## src/rtl/hazard_ctrl.sv

```systemverilog
// Load-use stall and taken-branch flush controller for a five-stage ARMv8-subset pipeline.
// Keeps a one-entry shadow of the instruction in EX and saturating event counters.
module hazard_ctrl #(
    parameter int FLUSH_CYCLES = 2,
    parameter int CNT_W        = 16
) (
    input  logic             clk,
    input  logic             reset,
    input  logic [31:0]      id_instr,
    input  logic             id_valid,
    input  logic             ex_br_taken,
    output logic             pc_stall,
    output logic             ifid_stall,
    output logic             idex_bubble,
    output logic             ifid_flush,
    output logic [CNT_W-1:0] stall_cnt,
    output logic [CNT_W-1:0] flush_cnt
);

    typedef enum logic [1:0] {RUN, LSTALL, FLUSH} state_t;

    localparam logic [1:0] FLUSH_INIT = 2'(FLUSH_CYCLES - 1);

    state_t           state_q, state_d;
    logic [1:0]       fcnt_q, fcnt_d;
    logic             ex_load_q, ex_load_d;
    logic [4:0]       ex_rd_q, ex_rd_d;
    logic [CNT_W-1:0] stall_cnt_q, stall_cnt_d;
    logic [CNT_W-1:0] flush_cnt_q, flush_cnt_d;

    logic is_ldur, is_stur, is_b, is_cbz, is_bcond;
    logic use_rn, use_rm, use_rt;
    logic src_hit, load_use;
    logic unused_bits;

    assign is_ldur  = (id_instr[31:21] == 11'b11111000010);
    assign is_stur  = (id_instr[31:21] == 11'b11111000000);
    assign is_b     = (id_instr[31:26] == 6'b000101);
    assign is_cbz   = (id_instr[31:24] == 8'b10110100);
    assign is_bcond = (id_instr[31:24] == 8'b01010100);

    assign use_rn = ~(is_b | is_bcond | is_cbz);
    assign use_rm = (id_instr[28:25] == 4'b0101);
    assign use_rt = is_stur | is_cbz;

    assign src_hit = (use_rn & (id_instr[9:5]   == ex_rd_q))
                   | (use_rm & (id_instr[20:16] == ex_rd_q))
                   | (use_rt & (id_instr[4:0]   == ex_rd_q));

    assign load_use = (state_q == RUN) & id_valid & ex_load_q
                    & (ex_rd_q != 5'd31) & src_hit;

    // Immediate/shift bits never name a register.
    assign unused_bits = ^id_instr[15:10];

    // NOTE: every output and next-state signal gets a default first so no latch is inferred.
    always_comb begin
        state_d     = state_q;
        fcnt_d      = fcnt_q;
        pc_stall    = 1'b0;
        ifid_stall  = 1'b0;
        idex_bubble = 1'b0;
        ifid_flush  = 1'b0;
        if (!reset) begin
            case (state_q)
                RUN, LSTALL: begin
                    if (ex_br_taken) begin
                        ifid_flush  = 1'b1;
                        idex_bubble = 1'b1;
                        // A single squashed cycle is covered by the branch cycle itself.
                        if (FLUSH_CYCLES > 1) begin
                            state_d = FLUSH;
                            fcnt_d  = FLUSH_INIT;
                        end else begin
                            state_d = RUN;
                        end
                    end else if (load_use) begin
                        pc_stall    = 1'b1;
                        ifid_stall  = 1'b1;
                        idex_bubble = 1'b1;
                        state_d     = LSTALL;
                    end else begin
                        state_d = RUN;
                    end
                end
                FLUSH: begin
                    ifid_flush  = 1'b1;
                    idex_bubble = 1'b1;
                    if (ex_br_taken) begin
                        fcnt_d = FLUSH_INIT;
                    end else if (fcnt_q <= 2'd1) begin
                        fcnt_d  = 2'd0;
                        state_d = RUN;
                    end else begin
                        fcnt_d = fcnt_q - 2'd1;
                    end
                end
                default: state_d = RUN;
            endcase
        end
    end

    always_comb begin
        ex_load_d   = idex_bubble ? 1'b0 : (id_valid & is_ldur);
        ex_rd_d     = idex_bubble ? 5'd0 : id_instr[4:0];
        stall_cnt_d = (pc_stall && stall_cnt_q != '1)   ? stall_cnt_q + CNT_W'(1) : stall_cnt_q;
        flush_cnt_d = (ifid_flush && flush_cnt_q != '1) ? flush_cnt_q + CNT_W'(1) : flush_cnt_q;
    end

    // NOTE: state flops use non-blocking assignments so all registers update together at the edge.
    always_ff @(posedge clk or posedge reset) begin
        if (reset) begin
            state_q     <= RUN;
            fcnt_q      <= 2'd0;
            ex_load_q   <= 1'b0;
            ex_rd_q     <= 5'd0;
            stall_cnt_q <= '0;
            flush_cnt_q <= '0;
        end else begin
            state_q     <= state_d;
            fcnt_q      <= fcnt_d;
            ex_load_q   <= ex_load_d;
            ex_rd_q     <= ex_rd_d;
            stall_cnt_q <= stall_cnt_d;
            flush_cnt_q <= flush_cnt_d;
        end
    end

    assign stall_cnt = stall_cnt_q;
    assign flush_cnt = flush_cnt_q;

endmodule

```

## config.mk

```make
export PLATFORM = sky130hd
export DESIGN_NAME = hazard_ctrl
export DESIGN_NICKNAME = d
export VERILOG_FILES = /design/src/rtl/hazard_ctrl.sv
export SDC_FILE = /design/constraint.sdc
export NUM_CORES = 1
export LEC_CHECK = 0
export BUFFER_PORTS_ARGS = -buffer_cell sky130_fd_sc_hd__buf_2
export CAP_MARGIN = 20
export CORE_UTILIZATION = 47
export CTS_BUF_LIST = sky130_fd_sc_hd__clkbuf_16
export DETAILED_ROUTE_END_ITERATION = 8
export PLACE_DENSITY = 0.85
export SLEW_MARGIN = 25
export SYNTH_ARGS = -nofsm -noshare
export SYNTH_HDL_FRONTEND = slang
export SYNTH_SLANG_ARGS = --single-unit
export TNS_END_PERCENT = 10
```

## constraint.sdc

```tcl
create_clock -name clk -period 3.74 [get_ports clk]
set_clock_uncertainty 0.05 [all_clocks]
set_input_delay 0.187 -clock clk [delete_from_list [all_inputs] [get_ports clk]]
set_output_delay 0.187 -clock clk [all_outputs]
set_load 0.005 [all_outputs]
```

# Yosys cells after proc, flatten, opt, wreduce, memory -nomap -nowiden
# Index checks and enable logic that the tools add are counted.
word_totals:
  register_bits: 42
  latch_bits: 0
  elab_cells: 70
  output_inout_bits: 36
  ramBits: 0
  romBits: 0
  memories: 0
op_classes:
  div_mod_pow: 0
  bitwise_logic: 15
  n_eq_ne: 17
  muxes: 21
  order_cmp: 1
  n_reduce_logical: 7
  n_mul: 0
  n_addsub: 3
  n_shift: 0
ops:
  columns: ["operator", "n"]
  rows:
  - ["$add A16 B1 Y16 const B", 2]
  - ["$ne A16 B16 Y1 const B", 2]
  - ["$eq A11 B11 Y1 const B", 2]
  - ["$eq A5 B5 Y1", 3]
  - ["$mux W2", 6]
  - ["$mux W1", 10]
  - ["$and A1 B1 Y1", 8]
  - ["$eq A8 B7 Y1 const B", 1]
  - ["$eq A8 B8 Y1 const B", 1]
  - ["$pmux W2 S2", 2]
  - ["$eq A6 B3 Y1 const B", 1]
  - ["$ne A2 B2 Y1 const B", 3]
  - ["$reduce_and A3 Y1", 2]
  - ["$mux W5", 1]
  - ["$ne A5 B5 Y1 const B", 1]
  - ["$or A1 B1 Y1", 5]
  - ["$eq A4 B3 Y1 const B", 1]
  - ["$pmux W1 S2", 2]
  - ["$eq A2 B1 Y1 const B", 1]
  - ["$eq A2 B2 Y1 const B", 1]
  - ["$le A2 B1 Y1 const B", 1]
  - ["$logic_and A1 B1 Y1", 2]
  - ["$logic_not A2 Y1", 1]
  - ["$not A1 Y1", 2]
  - ["other kinds (3)", 3]

# Depth between registers and ports, before layout
# Gate-level depths: netlist of run 1.
logic_depth:
  word_depth: 13
  ltp_mapped: 8
  mapped_depth_nobuf: 7

# Worst setup path after synthesis of run 1
# Ideal clock, no wire load.
synth_path:
  path_type: "register to register"
  start: "register stall_cnt_q[0], in the netlist stall_cnt[0]"
  end: "register stall_cnt_q[15], in the netlist stall_cnt[15]"
  stages_incl_launch_ff: 9
  arrival_time_ps: 1922
  n_path_buf: 1
  path_slack_ps: 1689
  required_time_ps: 3611
  period_less_slack_ps: 2051
  setup_time_ps: 79
  path_cell_list: "dfrtp_1 -> ha_1 -> and3_1 -> nand3_1 -> nor3_1 -> or3_1 -> buf_2 -> nor4_1 -> xor2_1"
synth_via:
  elab_chain_cells: 2
synth_rtl:
  columns: ["item", "line_no", "source"]
  rows:
  - ["from (decl)", "28", "logic [CNT_W-1:0] stall_cnt_q, stall_cnt_d;"]
  - ["from (signal assigned)", "124", "stall_cnt_q <= stall_cnt_d;"]
  - ["branches (longest 2 deep; another with $add A16 B1 Y16)", null, null]
# Several ways; the timed one is not identified.
# A chain may end at the register's enable or synchronous reset.

# Final worst setup path of run 1
layout_path:
  start: "register state_q[1]"
  end: "output port idex_bubble"
layout_via:
  elab_chain_cells: 9
layout_rtl:
  columns: ["item", "line_no", "source"]
  rows:
  - ["from (decl)", "24", "state_t state_q, state_d;"]
  - ["from (signal assigned)", "120", "state_q <= state_d;"]
  - ["$logic_not A2 Y1", "50, 65", null]
  - ["$and A1 B1 Y1 (2 in series)", "50", "assign load_use = (state_q == RUN) & id_valid & ex_load_q"]
  - ["$and A1 B1 Y1 (2 in series)", "51", "& (ex_rd_q != 5'd31) & src_hit;"]
  - ["$mux W1", "77", "end else if (load_use) begin"]
  - ["$mux W1", "67", "if (ex_br_taken) begin"]
  - ["$pmux W1 S2 (*)", "65", "case (state_q)"]
  - ["$mux W1 (*)", "64", "if (!reset) begin"]
  - ["to (decl)", "14", "output logic idex_bubble,"]
# Every way passes the cells marked *; elsewhere a longest branch is shown, timed or not.

==> flow_metrics.tcl, run 1 <==
set metrics [dict create \
    status "completed" \
    ys.flop_type "dfrtp_1" \
    yosys.area.top_type_share 0.443 \
    hold_viol_final 0 \
    start_kind "flop" \
    worstPathMaxFanout 17 \
    worst_pin_slew_ns 0.643 \
    ys_types 45 \
    syn_inst 236 \
    synth-warning-count 0 \
    final.setup.tns_ns 0 \
    synth_area_leaders "dfrtp_1 44%, xnor2_1 9.2%, xor2_1 6.3%" \
    first_pass_iters 5 \
    grt.total_usage 0.206 \
    synthTopCellsByCount "42 x dfrtp_1, 25 x xnor2_1, 19 x nand3_1" \
    crit_path_start "state_q[1]" \
    start_util 0.496 \
    clk_latency_ns 0.28 \
    hold_buffers 0 \
    setup_violations 0 \
    rsz0062_at_grt "false" \
    cp.arrival_ns 2.30 \
    timing.hold.worst.class "in -> async" \
    wl_per_cell_um 13.6 \
    antenna_cells 0 \
    io_pins 72 \
    ys_ff_latch 42 \
    clock_sinks 42 \
    h-tree-depth 2 \
    globalplace.congestion 0.806 \
    worst_ep_required_time_ns 3.50 \
    irDropWorstVdd_v 0.000300 \
    route.detailed.drc 0 \
    clkTransAtPathRegs_ns 0.06 \
    min_period_over_period 0.679 \
    yosysTopAreaCell "dfrtp_1" \
    dieArea_sq_mm 0.00534 \
    seq_area_frac_synth 0.443 \
    cts.root.buffer_cell "clkbuf_16" \
    end_kind "output port" \
    grt_max_degree 46 \
    nets 340 \
    post-dp-hpwl_mm 3.60 \
    postRouteAntennaNets 0 \
    cts_buffer_depth 2 \
    synth_edf_count 0 \
    syn_avg_cell_area_sq_um 10.1 \
    grt_pass1_vias 1899 \
    whs_ns 0.0713 \
    grt_antenna_before_repair 0 \
    place.port_buffers 65 \
    coreArea_sq_mm 0.00479 \
    yosysMostFrequentCell "dfrtp_1" \
    maxSlewHeadroom 0.569 \
    synthesis.area_sq_mm 0.00237 \
    cap_violations 0 \
    grt-ovfl-total 0 \
    syn2layout_area_growth_pct 22.7 \
    dieHeight_um 73.0 \
    r2r-start "state_q[1]" \
    drive_gt1_frac 0.281 \
    routed_via_density 5.51 \
    p_leak_nw 1.42 \
    ctsResizeCount 0 \
    finalWirelength_mm 5.02 \
    cts-buffers-inserted 5 \
    fmax_mhz 394 \
    synth_nets 274 \
    drv_slew 0 \
    async_reset_ff_frac 1.00 \
    ff2ff_path_depth 7 \
    vias 2038 \
    grt_pass1_wl_mm 8.40 \
    power_density_mw_per_mm2 425 \
    cts_tree "yes" \
    ff2ff_setup_slack_ns 1.45 \
    path_class "reg -> out" \
    die_x_um 73.0 \
    r2r_end "stall_cnt[10]" \
    drtIter0Drc 67 \
    cts_setup_buffers 0 \
    timing.final.crit_period_ns 2.54 \
    cp-endpoint "idex_bubble" \
    std_cell_rows 25 \
]
==> state kept, by name, summed over array words and instances (netlist names) <==
register,cells
ex_load_q,1
ex_rd_q,5
fcnt_q,2
flush_cnt,16
stall_cnt,16
state_q,2
==> power breakdown <==
| part | internal (mW) | leakage [nW] | switching (mW) |
|---|---|---|---|
| Clock | 0.310 | 0.0864 | 0.167 |
| Combinational | 0.104 | 0.782 | 0.0953 |
| Sequential | 0.500 | 0.554 | 0.0601 |
| Total | 0.914 | 1.42 | 0.323 |
==> worst min path at each step <==
stage                     cells after the start  slack, ns         end        start
final                                         3       0.07   fcnt_q[1]        reset
after floorplan                               2       0.26   ex_load_q     id_valid
after CTS                                     3       0.09  ex_rd_q[4]        reset
after detailed placement                      3       0.39  ex_rd_q[4]        reset
after global routing                          2       0.09  ex_rd_q[4]  id_instr[4]
after global placement                        3       0.37  ex_rd_q[0]        reset
==> critical path, cell delays in order, from the launching register on <==
cell	delay (ns)
dfrtp_1	0.49
and4bb_2	0.37
o21ai_2	0.10
nor4_2	0.28
a211oi_2	0.08
buf_4	0.22
o21ba_2	0.27
inv_1	0.10
buf_2	0.12
==> metal layers <==
metal | global-route usage | up-vias | wire [um]
li1 | - | 985 | -
met5 | 0 | - | 0
met3 | 0.0566 | 9 | 338
met4 | 0.0763 | 0 | 65
met1 | 0.250 | 966 | 2260
met2 | 0.347 | 78 | 2360
==> layout make-up <==
| cell class | count | area, sq um |
|---|---|---|
| well taps | 67 | 83.8 |
| fillers | 405 | 1870 |
| clock buffers | 5 | 125 |
| flip-flops and latches | 42 | 1050 |
| repair buffers | 68 | 348 |
| clock inverters | 3 | 37.5 |
| multi-input cells | 179 | 1240 |
| inverters | 6 | 22.5 |
==> cells by family after synthesis <==
family,after synthesis,share of synthesized area
AND/OR/NAND/NOR,108,0.276
XOR/XNOR,42,0.155
flip-flops,42,0.443
AO/OA/AOI/OAI,23,0.0643
buffers and inverters,15,0.0327
multiplexers,4,0.0179
adder cells (fa/ha/maj),2,0.0105
==> cells in the final DEF, fill, tap and decap left out, types with 2 or more instances in the layout <==
master / n
a21oi_1: 7
and2_1: 6
and3_1: 4
and4_1: 4
and4bb_2: 2
buf_2: 65
buf_4: 3
clkbuf_16: 5
dfrtp_1: 42
ha_1: 2
inv_1: 8
mux2_2: 2
mux2i_1: 2
nand2_1: 16
nand2b_1: 3
nand3_1: 19
nand4_1: 13
nand4b_1: 3
nor2_1: 9
nor2b_1: 2
nor3_1: 9
nor4_1: 7
nor4_4: 2
o21a_1: 2
o21ai_0: 5
or3_1: 2
or4_1: 2
xnor2_1: 25
xor2_1: 17
==> through the flow <==
stage	instances	setup WS, ns	utilization	power, mW	area, sq um
after floorplan	236	1.69	-	0.683	2370
after global placement	362	1.54	0.574	0.759	2750
after detailed placement	362	1.51	0.574	0.769	2750
after CTS	370	1.19	0.608	1.25	2910
after global routing	370	1.05	0.608	1.30	2910
final	370	1.20	0.608	1.24	2910
(Power assumes the default switching activity.)
==> run 2, diff against run 1 <==
--- a/config.mk
+++ b/config.mk
@@ -7,10 +7,10 @@
 export LEC_CHECK = 0
 export BUFFER_PORTS_ARGS = -buffer_cell sky130_fd_sc_hd__buf_2
 export CAP_MARGIN = 20
-export CORE_UTILIZATION = 47
+export CORE_UTILIZATION = 46
 export CTS_BUF_LIST = sky130_fd_sc_hd__clkbuf_16
 export DETAILED_ROUTE_END_ITERATION = 8
-export PLACE_DENSITY = 0.85
+export PLACE_DENSITY = 0.87
 export SLEW_MARGIN = 25
 export SYNTH_ARGS = -nofsm -noshare
 export SYNTH_HDL_FRONTEND = slang
==> constraint.sdc (replaced) <==
create_clock -name clk -period 2.3 [get_ports clk]
set_clock_uncertainty 0.05 [all_clocks]
set_input_delay 0.115 -clock clk [delete_from_list [all_inputs] [get_ports clk]]
set_output_delay 0.115 -clock clk [all_outputs]
set_load 0.005 [all_outputs]
==> flow_metrics.tcl, run 2 (synthesized netlist as in run 1, its figures left out) <==
set metrics [dict create \
    nets 346 \
    postRouteAntennaNets 0 \
    critPathMaxStageDelay_ns 0.46 \
    finish.instance_area_sq_mm 0.00303 \
    min_period_over_period 1.02 \
    cts.root.buffer_cell "clkbuf_16" \
    antenna_cells 0 \
    drv_slew 0 \
    route.detailed.drc 0 \
    hold_viol_final 0 \
    first_pass_iters 4 \
    mostFrequentLayoutCell "buf_2" \
    rsz0062_at_grt "true" \
    post-place-ws_ns 0.141 \
    cts_setup_buffers 0 \
    timing.final.crit_period_ns 2.35 \
    grt-ovfl-total 0 \
    path_buf_inv 3 \
    globalplace.congestion 0.856 \
    cts-buffers-inserted 5 \
    timing.hold.worst.class "in -> async" \
    violations "negative setup slack" \
    start_kind "flop" \
    grt_pass1_wl_mm 8.47 \
    h-tree-depth 2 \
    grt.total_usage 0.202 \
    worstPathMaxFanout 17 \
    seq_power_share 0.442 \
    grt_antenna_before_repair 0 \
    cp.arrival_ns 2.18 \
    cts_buffer_depth 2 \
    dieHeight_um 73.8 \
    vias 2083 \
    worst_ep_required_time_ns 2.13 \
    clock_sinks 42 \
    layout_setup_ws_ns -0.0460 \
    io_pins 72 \
    post-dp-hpwl_mm 3.78 \
    power_density_mw_per_mm2 678 \
    coreArea_sq_mm 0.00485 \
    dp.cells 368 \
    irDropWorstVdd_v 0.000563 \
    p_comb_frac 0.175 \
    crit_path_start "ex_rd_q[2]" \
    cts_tree "yes" \
    grt_max_degree 46 \
    clockPowerShare 0.383 \
    r2r-start "ex_rd_q[4]" \
    dieArea_sq_mm 0.00545 \
    final.setup.tns_ns -0.0460 \
    path_delay_family "flip-flops" \
    worst_pin_slew_ns 0.537 \
    finalWirelength_mm 5.47 \
    clkTransAtPathRegs_ns 0.06 \
    slowest_stage "dfrtp_2" \
    switching_share 0.266 \
    drive_gt1_frac 0.333 \
    intPower_mw 1.51 \
    p_switching_mw 0.546 \
    cap_violations 0 \
    ff2ff_path_depth 6 \
    final_cell_mix "65 x buf_2, 38 x dfrtp_1, 21 x xnor2_1" \
    crit_chain "xnor2_1, nand4_1, nor4_2, a211oi_2, buf_12, o21ba_2, inv_1, buf_2" \
    end_kind "output port" \
    maxSlewHeadroom 0.642 \
    total_power_mw 2.05 \
    setup_violations 1 \
    path_class "reg -> out" \
    fin_util 0.624 \
    hold_buffers 0 \
    path_depth 8 \
    fmax_mhz 426 \
    clk_latency_ns 0.28 \
    p_leak_nw 1.47 \
    routed_via_density 5.54 \
    whs_ns 0.00226 \
    grt_pass1_vias 1893 \
    stdcell_count 376 \
    start_util 0.489 \
    die_x_um 73.8 \
    drtIter0Drc 140 \
    syn2layout_area_growth_pct 27.6 \
    place.port_buffers 65 \
    std_cell_rows 25 \
    status "complete, but fails checks" \
    wl_per_cell_um 14.5 \
    placed_area_sq_mm 0.00281 \
]
==> run 2: cell count changes in the layout (fill, tap and decap cells not counted), sizes merged <==
cell,change
clkinv,+2
buf,+6
inv,-2
==> run 2: path summary, 6_finish.rpt <==
path	to	slack [ns]
min in group clk	ex_rd_q[3]	0.03
worst min-delay path	ex_rd_q[3]	0.002
worst min register to register	stall_cnt[9]	0.44
worst max register to register	stall_cnt[14]	0.11
worst max-delay path	idex_bubble	-0.05
max in group asynchronous	ex_rd_q[1]	1.81
==> run 2: worst reg2reg max path, cell delays in order (launching register included) <==
cell	delay, ns
dfrtp_2	0.45
xnor2_1	0.23
nand4_1	0.13
o32ai_1	0.31
a41oi_1	0.13
nor4_1	0.39
mux2_2	0.37
==> run 2: layout make-up <==
type | count | area, sq um
clock buffers | 5 | 125
clock inverters | 3 | 40.0
fillers | 396 | 1820
inverters | 6 | 22.5
multi-input cells | 179 | 1290
flip-flops and latches | 42 | 1060
well taps | 67 | 83.8
repair buffers | 74 | 405
==> run 2: what timing repair did <==
action	CTS	global route
setup endpoints to repair	1	6
pin swaps	2	1
resized for setup	2	9
==> run 2: power groups by stage <==
stage               combinational [mW]  sequential, mW  clock (mW)
global placement                 0.335           0.908           0
CTS                              0.351           0.904       0.797
global route                     0.403           0.921       0.827
finish                           0.359           0.907       0.787
detailed placement               0.348           0.915           0
floorplan                        0.205           0.905           0
==> run 2: routing by layer <==
| metal | track usage | vias to the layer above | wire (um) | part of all wire |
|---|---|---|---|---|
| met5 | 0 | - | 0 | 0 |
| met1 | 0.257 | 1012 | 2490 | 0.46 |
| li1 | - | 994 | - | - |
| met4 | 0.0705 | 0 | 88 | 0.016 |
| met3 | 0.0398 | 10 | 224 | 0.041 |
| met2 | 0.339 | 67 | 2660 | 0.49 |
